--- config.mk ---
export PLATFORM = sky130hd
export DESIGN_NAME = seq_restoring_divider_16_flat
export DESIGN_NICKNAME = d
export VERILOG_FILES = /design/src/rtl/seq_restoring_divider_16_pkg.sv /design/src/rtl/seq_restoring_divider_16_if.sv /design/src/rtl/seq_restoring_divider_16_cla_sub_nb.sv /design/src/rtl/seq_restoring_divider_16.sv /design/src/flat_wrapper.sv
export SDC_FILE = /design/constraint.sdc
export NUM_CORES = 1
export LEC_CHECK = 0
export ABC_AREA = 1
export BUFFER_PORTS_ARGS = -buffer_cell sky130_fd_sc_hd__buf_2
export CAP_MARGIN = 20
export CORE_MARGIN = 2
export CORE_UTILIZATION = 45
export CTS_CLUSTER_SIZE = 24
export DETAILED_ROUTE_END_ITERATION = 8
export GPL_TIMING_DRIVEN = 0
export PLACE_DENSITY = 0.72
export SYNTH_ARGS = -nofsm -noshare
export SYNTH_HDL_FRONTEND = slang
export SYNTH_SLANG_ARGS = --single-unit
--- constraint.sdc ---
create_clock -name clk -period 11.4 [get_ports clk]
set_input_delay 1.14 -clock clk [delete_from_list [all_inputs] [get_ports clk]]
set_output_delay 1.14 -clock clk [all_outputs]
set_load 0.01 [all_outputs]
--- src/rtl/seq_restoring_divider_16_pkg.sv ---
// rtl/seq_restoring_divider_16_pkg.sv - shared types and constants for the restoring divider
// Holds the FSM encoding and default widths used by the divider, its interface and its subtractor.
package seq_restoring_divider_16_pkg;

  localparam int DIV_WIDTH = 16;
  localparam int DIV_CNT_W = 5;
  localparam int CLA_GROUP = 4;

  typedef enum logic [1:0] {
    S_IDLE = 2'd0,
    S_RUN  = 2'd1,
    S_DONE = 2'd2
  } div_state_t;

endpackage

--- src/rtl/seq_restoring_divider_16_if.sv ---
// rtl/seq_restoring_divider_16_if.sv - start/done operand and result bundle for the divider
// The master issues operands and start; the slave (divider) returns busy/done and registered results.
interface seq_restoring_divider_16_if
  import seq_restoring_divider_16_pkg::*;
#(
  parameter int WIDTH = DIV_WIDTH
);

  logic             start;
  logic [WIDTH-1:0] dividend;
  logic [WIDTH-1:0] divisor;
  logic             busy;
  logic             done;
  logic [WIDTH-1:0] quotient;
  logic [WIDTH-1:0] remainder;
  logic             div_by_zero;

  modport master (
    output start,
    output dividend,
    output divisor,
    input  busy,
    input  done,
    input  quotient,
    input  remainder,
    input  div_by_zero
  );

  modport slave (
    input  start,
    input  dividend,
    input  divisor,
    output busy,
    output done,
    output quotient,
    output remainder,
    output div_by_zero
  );

endinterface

--- src/rtl/seq_restoring_divider_16_cla_sub_nb.sv ---
// rtl/seq_restoring_divider_16_cla_sub_nb.sv - N-bit subtractor a + ~b + 1 on a carry-lookahead adder
// Borrow is the inverted carry-out; carries are formed per lookahead group from the group carry-in.
module cla_sub_nb
  import seq_restoring_divider_16_pkg::*;
#(
  parameter int N = DIV_WIDTH + 1
) (
  input  logic [N-1:0] a,
  input  logic [N-1:0] b,
  output logic [N-1:0] diff,
  output logic         borrow
);

  logic [N-1:0] b_n;
  logic [N-1:0] gen;
  logic [N-1:0] prop;
  logic [N:0]   carry;
  logic         grp_c;

  assign b_n  = ~b;
  assign gen  = a & b_n;
  assign prop = a ^ b_n;

  // Each carry inside a group is expanded directly from that group's carry-in.
  always_comb begin
    carry    = '0;
    grp_c    = 1'b0;
    carry[0] = 1'b1;
    for (int i = 0; i < N; i++) begin
      grp_c = carry[i - (i % CLA_GROUP)];
      for (int j = i - (i % CLA_GROUP); j <= i; j++) begin
        grp_c = gen[j] | (prop[j] & grp_c);
      end
      carry[i+1] = grp_c;
    end
  end

  assign diff   = prop ^ carry[N-1:0];
  assign borrow = ~carry[N];

endmodule

--- src/rtl/seq_restoring_divider_16.sv ---
// rtl/seq_restoring_divider_16.sv - multi-cycle unsigned restoring divider, one quotient bit per clock
// Trial-subtracts the shifted partial remainder each cycle and restores on borrow; start/done handshake.
module seq_restoring_divider_16
  import seq_restoring_divider_16_pkg::*;
#(
  parameter int WIDTH = DIV_WIDTH,
  parameter int CNT_W = DIV_CNT_W
) (
  input  logic clk,
  input  logic rst,
  seq_restoring_divider_16_if.slave bus
);

  div_state_t       state_q;
  div_state_t       state_d;
  logic [CNT_W-1:0] count_q;
  logic [WIDTH-1:0] rem_q;
  logic [WIDTH-1:0] quo_q;
  logic [WIDTH-1:0] dsr_q;
  logic [WIDTH-1:0] quotient_q;
  logic [WIDTH-1:0] remainder_q;
  logic             dbz_q;

  logic [WIDTH-1:0] shifted;
  logic [WIDTH:0]   trial;
  logic             borrow;
  logic [WIDTH-1:0] rem_next;
  logic [WIDTH-1:0] quo_next;
  logic             accept;
  logic             zero_div;
  logic             last_iter;
  logic [1:0]       unused_bits;

  assign accept    = bus.start && ((state_q == S_IDLE) || (state_q == S_DONE));
  assign zero_div  = (bus.divisor == '0);
  assign last_iter = (count_q == CNT_W'(WIDTH - 1));

  // Before any shift the partial remainder has fewer significant bits than iterations done,
  // so its top bit is always clear and can be dropped from the shifted value.
  assign shifted = {rem_q[WIDTH-2:0], quo_q[WIDTH-1]};

  cla_sub_nb #(
    .N(WIDTH + 1)
  ) u_trial_sub (
    .a      ({1'b0, shifted}),
    .b      ({1'b0, dsr_q}),
    .diff   (trial),
    .borrow (borrow)
  );

  assign rem_next    = borrow ? shifted : trial[WIDTH-1:0];
  assign quo_next    = {quo_q[WIDTH-2:0], ~borrow};
  assign unused_bits = {trial[WIDTH], rem_q[WIDTH-1]};

  always_comb begin
    state_d = state_q;
    unique case (state_q)
      S_IDLE, S_DONE: begin
        if (accept) begin
          state_d = zero_div ? S_DONE : S_RUN;
        end else begin
          state_d = S_IDLE;
        end
      end
      S_RUN: begin
        if (last_iter) begin
          state_d = S_DONE;
        end
      end
      default: state_d = S_IDLE;
    endcase
  end

  always_ff @(posedge clk) begin
    if (rst) begin
      state_q     <= S_IDLE;
      count_q     <= '0;
      rem_q       <= '0;
      quo_q       <= '0;
      dsr_q       <= '0;
      quotient_q  <= '0;
      remainder_q <= '0;
      dbz_q       <= 1'b0;
    end else begin
      state_q <= state_d;
      if (accept) begin
        if (zero_div) begin
          quotient_q  <= '1;
          remainder_q <= bus.dividend;
          dbz_q       <= 1'b1;
        end else begin
          rem_q   <= '0;
          quo_q   <= bus.dividend;
          dsr_q   <= bus.divisor;
          count_q <= '0;
          dbz_q   <= 1'b0;
        end
      end else if (state_q == S_RUN) begin
        rem_q   <= rem_next;
        quo_q   <= quo_next;
        count_q <= count_q + CNT_W'(1);
        if (last_iter) begin
          quotient_q  <= quo_next;
          remainder_q <= rem_next;
        end
      end
    end
  end

  assign bus.busy        = (state_q == S_RUN);
  assign bus.done        = (state_q == S_DONE);
  assign bus.quotient    = quotient_q;
  assign bus.remainder   = remainder_q;
  assign bus.div_by_zero = dbz_q;

endmodule

--- src/flat_wrapper.sv ---
// flat-port wrapper written by rule: the top's interface ports become plain ports
module seq_restoring_divider_16_flat import seq_restoring_divider_16_pkg::*;
#(
  parameter int WIDTH = DIV_WIDTH,
  parameter int CNT_W = DIV_CNT_W
)
  (clk, rst, bus_start, bus_dividend, bus_divisor, bus_busy, bus_done, bus_quotient, bus_remainder, bus_div_by_zero);
  seq_restoring_divider_16_if #(.WIDTH(WIDTH)) bus_i ();
  input  logic clk;
  input  logic rst;
  input wire logic [$bits(bus_i.start)-1:0] bus_start;
  input wire logic [$bits(bus_i.dividend)-1:0] bus_dividend;
  input wire logic [$bits(bus_i.divisor)-1:0] bus_divisor;
  output wire logic [$bits(bus_i.busy)-1:0] bus_busy;
  output wire logic [$bits(bus_i.done)-1:0] bus_done;
  output wire logic [$bits(bus_i.quotient)-1:0] bus_quotient;
  output wire logic [$bits(bus_i.remainder)-1:0] bus_remainder;
  output wire logic [$bits(bus_i.div_by_zero)-1:0] bus_div_by_zero;
  assign bus_i.start = bus_start;
  assign bus_i.dividend = bus_dividend;
  assign bus_i.divisor = bus_divisor;
  assign bus_busy = bus_i.busy;
  assign bus_done = bus_i.done;
  assign bus_quotient = bus_i.quotient;
  assign bus_remainder = bus_i.remainder;
  assign bus_div_by_zero = bus_i.div_by_zero;
  seq_restoring_divider_16 #(.WIDTH(WIDTH), .CNT_W(CNT_W)) u_core (.clk(clk), .rst(rst), .bus(bus_i));
endmodule
==> summary.md <==
| Metric | Value |
|---|---|
| Sequential cell area in the final layout | 1740 µm² |
| Top Ports | 70 |
| CTS Hold Bufs | 0 |
| Critical path launch point type | flop |
| Number of placement rows | 36 |
| Sum of routed wire length over all layers | 11.6 mm |
| Multiplexer fraction of the synthesized cell area | 0% |
| Final hold violation count | 0 |
| # resized after CTS | 0 |
| Warnings from Yosys | 0 |
| Master cell of the clock root buffer | sky130_fd_sc_hd__clkbuf_8 |
| CP arrival | 8.87 ns |
| Share of the synthesized area in compound gates (AO/OA/AOI/OAI) | 13.0% |
| Filler cell count | 964 |
| Setup CP Type | reg -> reg |
| Count of pins over their slew limit | 0 |
| Wire per inst | 13.7 µm |
| H-Tree Level Count | 3 |
| Top library cells by usage in the layout, fill and taps aside | sky130_fd_sc_hd__nor2_1 (134), sky130_fd_sc_hd__nand2_1 (115), sky130_fd_sc_hd__buf_2 (92) |
| Setup bufs post-CTS | 0 |
| Areal power density over the cells | 148 nW/µm² |
| Setup TNS after final layout | 0 ns |
| Final cell utilization of the core | 53.2% |
| Detailed-route via count | 4236 |
| Leading cell type in the layout, fill and taps excluded | sky130_fd_sc_hd__nor2_1 |
| Number of sinks handled by clock tree synthesis | 87 |
| Fraction of the mapped netlist area in adder cells | 7.63% |
| Pin count of the biggest net entering global routing | 15 |
| Total global routing track utilization | 23.0% |
| Die area | 10700 µm² |
| HPWL Detailed | 8.96 mm |
| Number of antenna violations at the first check in global routing | 0 |
| Post-Syn Instances | 628 |
| Synthesis-to-finish area growth | 16.3% |
| Crit Path Max Fanout | 10 |
| Main combinational cell family by area after synthesis | simple AND/OR/NAND/NOR gates |
| Cell family contributing the most delay on the critical path | adder cells |
| Worst-case clock skew | 0.0108 ns |
| Iteration-0 DRC count of the detailed router | 231 |
| Final critical-path share of the clock period | 75.4% |
| Post-synthesis sequential area ratio | 39.3% |
| Vertical die dimension | 103 µm |
| Number of inserted diodes | 0 |
| Setup repair after global routing missed its margin | no |
| Number of global-route vias before repair | 3948 |
| Via density | 5.01 |
| Normalized max-slew margin | 64.4% |
| Syn nets | 681 |
| Lkg Pwr | 2.52 nW |
| Cell count after placement | 830 |
| Clock latency of the later-clocked register in the worst-skew pair | 0.38 ns |
| Maximum vdd ir drop | 0.0633 mV |
| Status | complete, no violations |
| Max-cap violation count | 0 |
| Worst setup EP type | flop |
| Fraction of synthesized cell area in xor and xnor cells | 0% |
| Count of buffering cells on the critical path with inverters included | 4 |
| Non-filler instance count after layout | 845 |
| Share of final-layout standard cells stronger than drive strength 1 | 17.0% |
| Worst-path clk slew | 0.09 ns |
| Final Net Count | 761 |
| Port-buffer cells | 69 |
| Routability congestion estimate | 0.898 |
| Initial standard-cell utilization of the core | 45.7% |
| Die W | 103 µm |
| Length of the first detailed-routing pass in iterations | 5 |
| Actual transition at the worst max-transition pin | 0.534 ns |
| Worst endpoint required time | 11.68 ns |
| Final global-route overflow total | 0 |
| Synth Area in Simple Gates | 30.4% |
| Total of endpoints with negative setup slack in the final report | 0 |
| Area of the core | 9680 µm² |
| Count of distinct cell types in the synthesized netlist | 23 |
| Wire length of the first global-routing pass | 18.8 mm |
| Number of routed nets with antenna violations | 0 |
| Hold Crit Class | reg -> reg |
| Area of the multi-input gates | 2260 µm² |
| Upper clock frequency limit | 116 MHz |
| Avg Cell Area, Syn | 7.05 µm² |
| Cell area after synthesis | 4430 µm² |
| Clock buffers created by TritonCTS | 9 |
| Deepest clock path buffer count | 2 |
| Remaining design rule violation count | 0 |
| TritonCTS clock tree | done |
| Critical Path Slowest Stage Cell | sky130_fd_sc_hd__fa_1 |
| Final min period | 8.59 ns |
| Number of synthesized register bits | 87 |
| Crit-path max cell delay | 0.48 ns |
| Most common cell type on the critical path | sky130_fd_sc_hd__fa_1 |
## cells in the mapped netlist
master / instances / area [µm²]
sky130_fd_sc_hd__a21oi_1: 45 / 225
sky130_fd_sc_hd__buf_2: 23 / 115
sky130_fd_sc_hd__buf_4: 1 / 7.51
sky130_fd_sc_hd__buf_6: 4 / 45.0
sky130_fd_sc_hd__clkbuf_1: 13 / 48.8
sky130_fd_sc_hd__dfxtp_1: 87 / 1740
sky130_fd_sc_hd__fa_1: 15 / 300
sky130_fd_sc_hd__ha_1: 3 / 37.5
sky130_fd_sc_hd__inv_1: 52 / 195
sky130_fd_sc_hd__inv_2: 4 / 15.0
sky130_fd_sc_hd__nand2_1: 115 / 432
sky130_fd_sc_hd__nand2_2: 1 / 6.26
sky130_fd_sc_hd__nand3_1: 22 / 110
sky130_fd_sc_hd__nand3_2: 1 / 10.0
sky130_fd_sc_hd__nand3b_1: 32 / 240
sky130_fd_sc_hd__nand4_1: 1 / 6.26
sky130_fd_sc_hd__nor2_1: 134 / 503
sky130_fd_sc_hd__nor2_2: 2 / 12.5
sky130_fd_sc_hd__nor2_4: 1 / 11.3
sky130_fd_sc_hd__nor3_1: 2 / 10.0
sky130_fd_sc_hd__o21ai_0: 67 / 335
sky130_fd_sc_hd__o21bai_1: 2 / 15.0
sky130_fd_sc_hd__or2_2: 1 / 6.26
## state kept, by name, indices dropped and copies added, names as in the netlist
signal                  flops
u_core.rem_q               15
u_core.dsr_q               16
u_core.bus.remainder       16
u_core.quo_q               16
u_core.bus.div_by_zero      1
u_core.state_q              2
u_core.bus.quotient        16
u_core.count_q              5
## worst reg2reg max path: stages, from the launching register on
cell and delay (ns):
sky130_fd_sc_hd__dfxtp_1 0.38, sky130_fd_sc_hd__inv_1 0.07, sky130_fd_sc_hd__ha_1 0.21, sky130_fd_sc_hd__fa_1 0.46, sky130_fd_sc_hd__fa_1 0.47, sky130_fd_sc_hd__fa_1 0.48, sky130_fd_sc_hd__fa_1 0.47, sky130_fd_sc_hd__fa_1 0.46
sky130_fd_sc_hd__fa_1 0.47, sky130_fd_sc_hd__fa_1 0.47, sky130_fd_sc_hd__fa_1 0.46, sky130_fd_sc_hd__fa_1 0.46, sky130_fd_sc_hd__fa_1 0.46, sky130_fd_sc_hd__fa_1 0.46, sky130_fd_sc_hd__fa_1 0.46, sky130_fd_sc_hd__fa_1 0.48
sky130_fd_sc_hd__fa_1 0.44, sky130_fd_sc_hd__inv_1 0.09, sky130_fd_sc_hd__fa_1 0.26, sky130_fd_sc_hd__inv_1 0.14, sky130_fd_sc_hd__buf_2 0.21, sky130_fd_sc_hd__nand2_1 0.07, sky130_fd_sc_hd__o21ai_0 0.07, sky130_fd_sc_hd__nand2_1 0.11
sky130_fd_sc_hd__o21ai_0 0.17, sky130_fd_sc_hd__a21oi_1 0.19, sky130_fd_sc_hd__nor2_1 0.07
## per-stage QoR
stage / power (mW) / worst slack [ns] / cell area (µm²) / hold slack (ns)
final: 0.761 / 2.81 / 5150 / 0.480
after global routing: 0.807 / 2.42 / 5150 / 0.517
after CTS: 0.760 / 2.81 / 5150 / 0.483
after detailed placement: 0.531 / 2.87 / 4940 / 0.457
after global placement: 0.524 / 2.96 / 4940 / 0.454
after floorplan: 0.476 / 3.51 / 4430 / 0.455
## cell families after synthesis
group	count (synthesis)
buffers and inverters	97
AND/OR/NAND/NOR	312
adder cells (fa/ha/maj)	18
AO/OA/AOI/OAI	114
flip-flops	87
## final cells by class
type / instances / share of cell area (%)
Timing Repair Buffer: 69 / 6.71
Clock buffer: 10 / 2.48
Inverter: 56 / 4.08
Multi-Input combinational cell: 444 / 43.9
Clock inverter: 5 / 1.58
Sequential cell: 87 / 33.8
Buffer: 41 / 4.20
Tap cell: 133 / 3.23
## final timing paths
| path | slack [ns] | cells past startpoint | end | start |
|---|---|---|---|---|
| worst min-delay path | 0.48 | 2 | u_core.bus.quotient[11] | u_core.bus.quotient[11] |
| worst max register to register | 2.81 | 26 | u_core.bus.remainder[12] | u_core.quo_q[15] |
| worst min register to register | 0.48 | 2 | u_core.bus.quotient[11] | u_core.bus.quotient[11] |
| worst max-delay path | 2.81 | 26 | u_core.bus.remainder[12] | u_core.quo_q[15] |
## metal layers
layer / track usage [%] / share of wire (%)
met5: 0 / 0
met4: 7.59 / 1.9
met3: 3.76 / 4.9
met2: 38.1 / 47
met1: 30.7 / 46
## power breakdown
| group | switching, mW | total, mW | leakage (nW) | internal (mW) |
|---|---|---|---|---|
| Combinational | 0.117 | 0.186 | 1.71 | 0.0693 |
| Clock | 0.114 | 0.236 | 0.103 | 0.123 |
| Sequential | 0.0141 | 0.338 | 0.712 | 0.324 |
(Power assumes the default switching activity.)
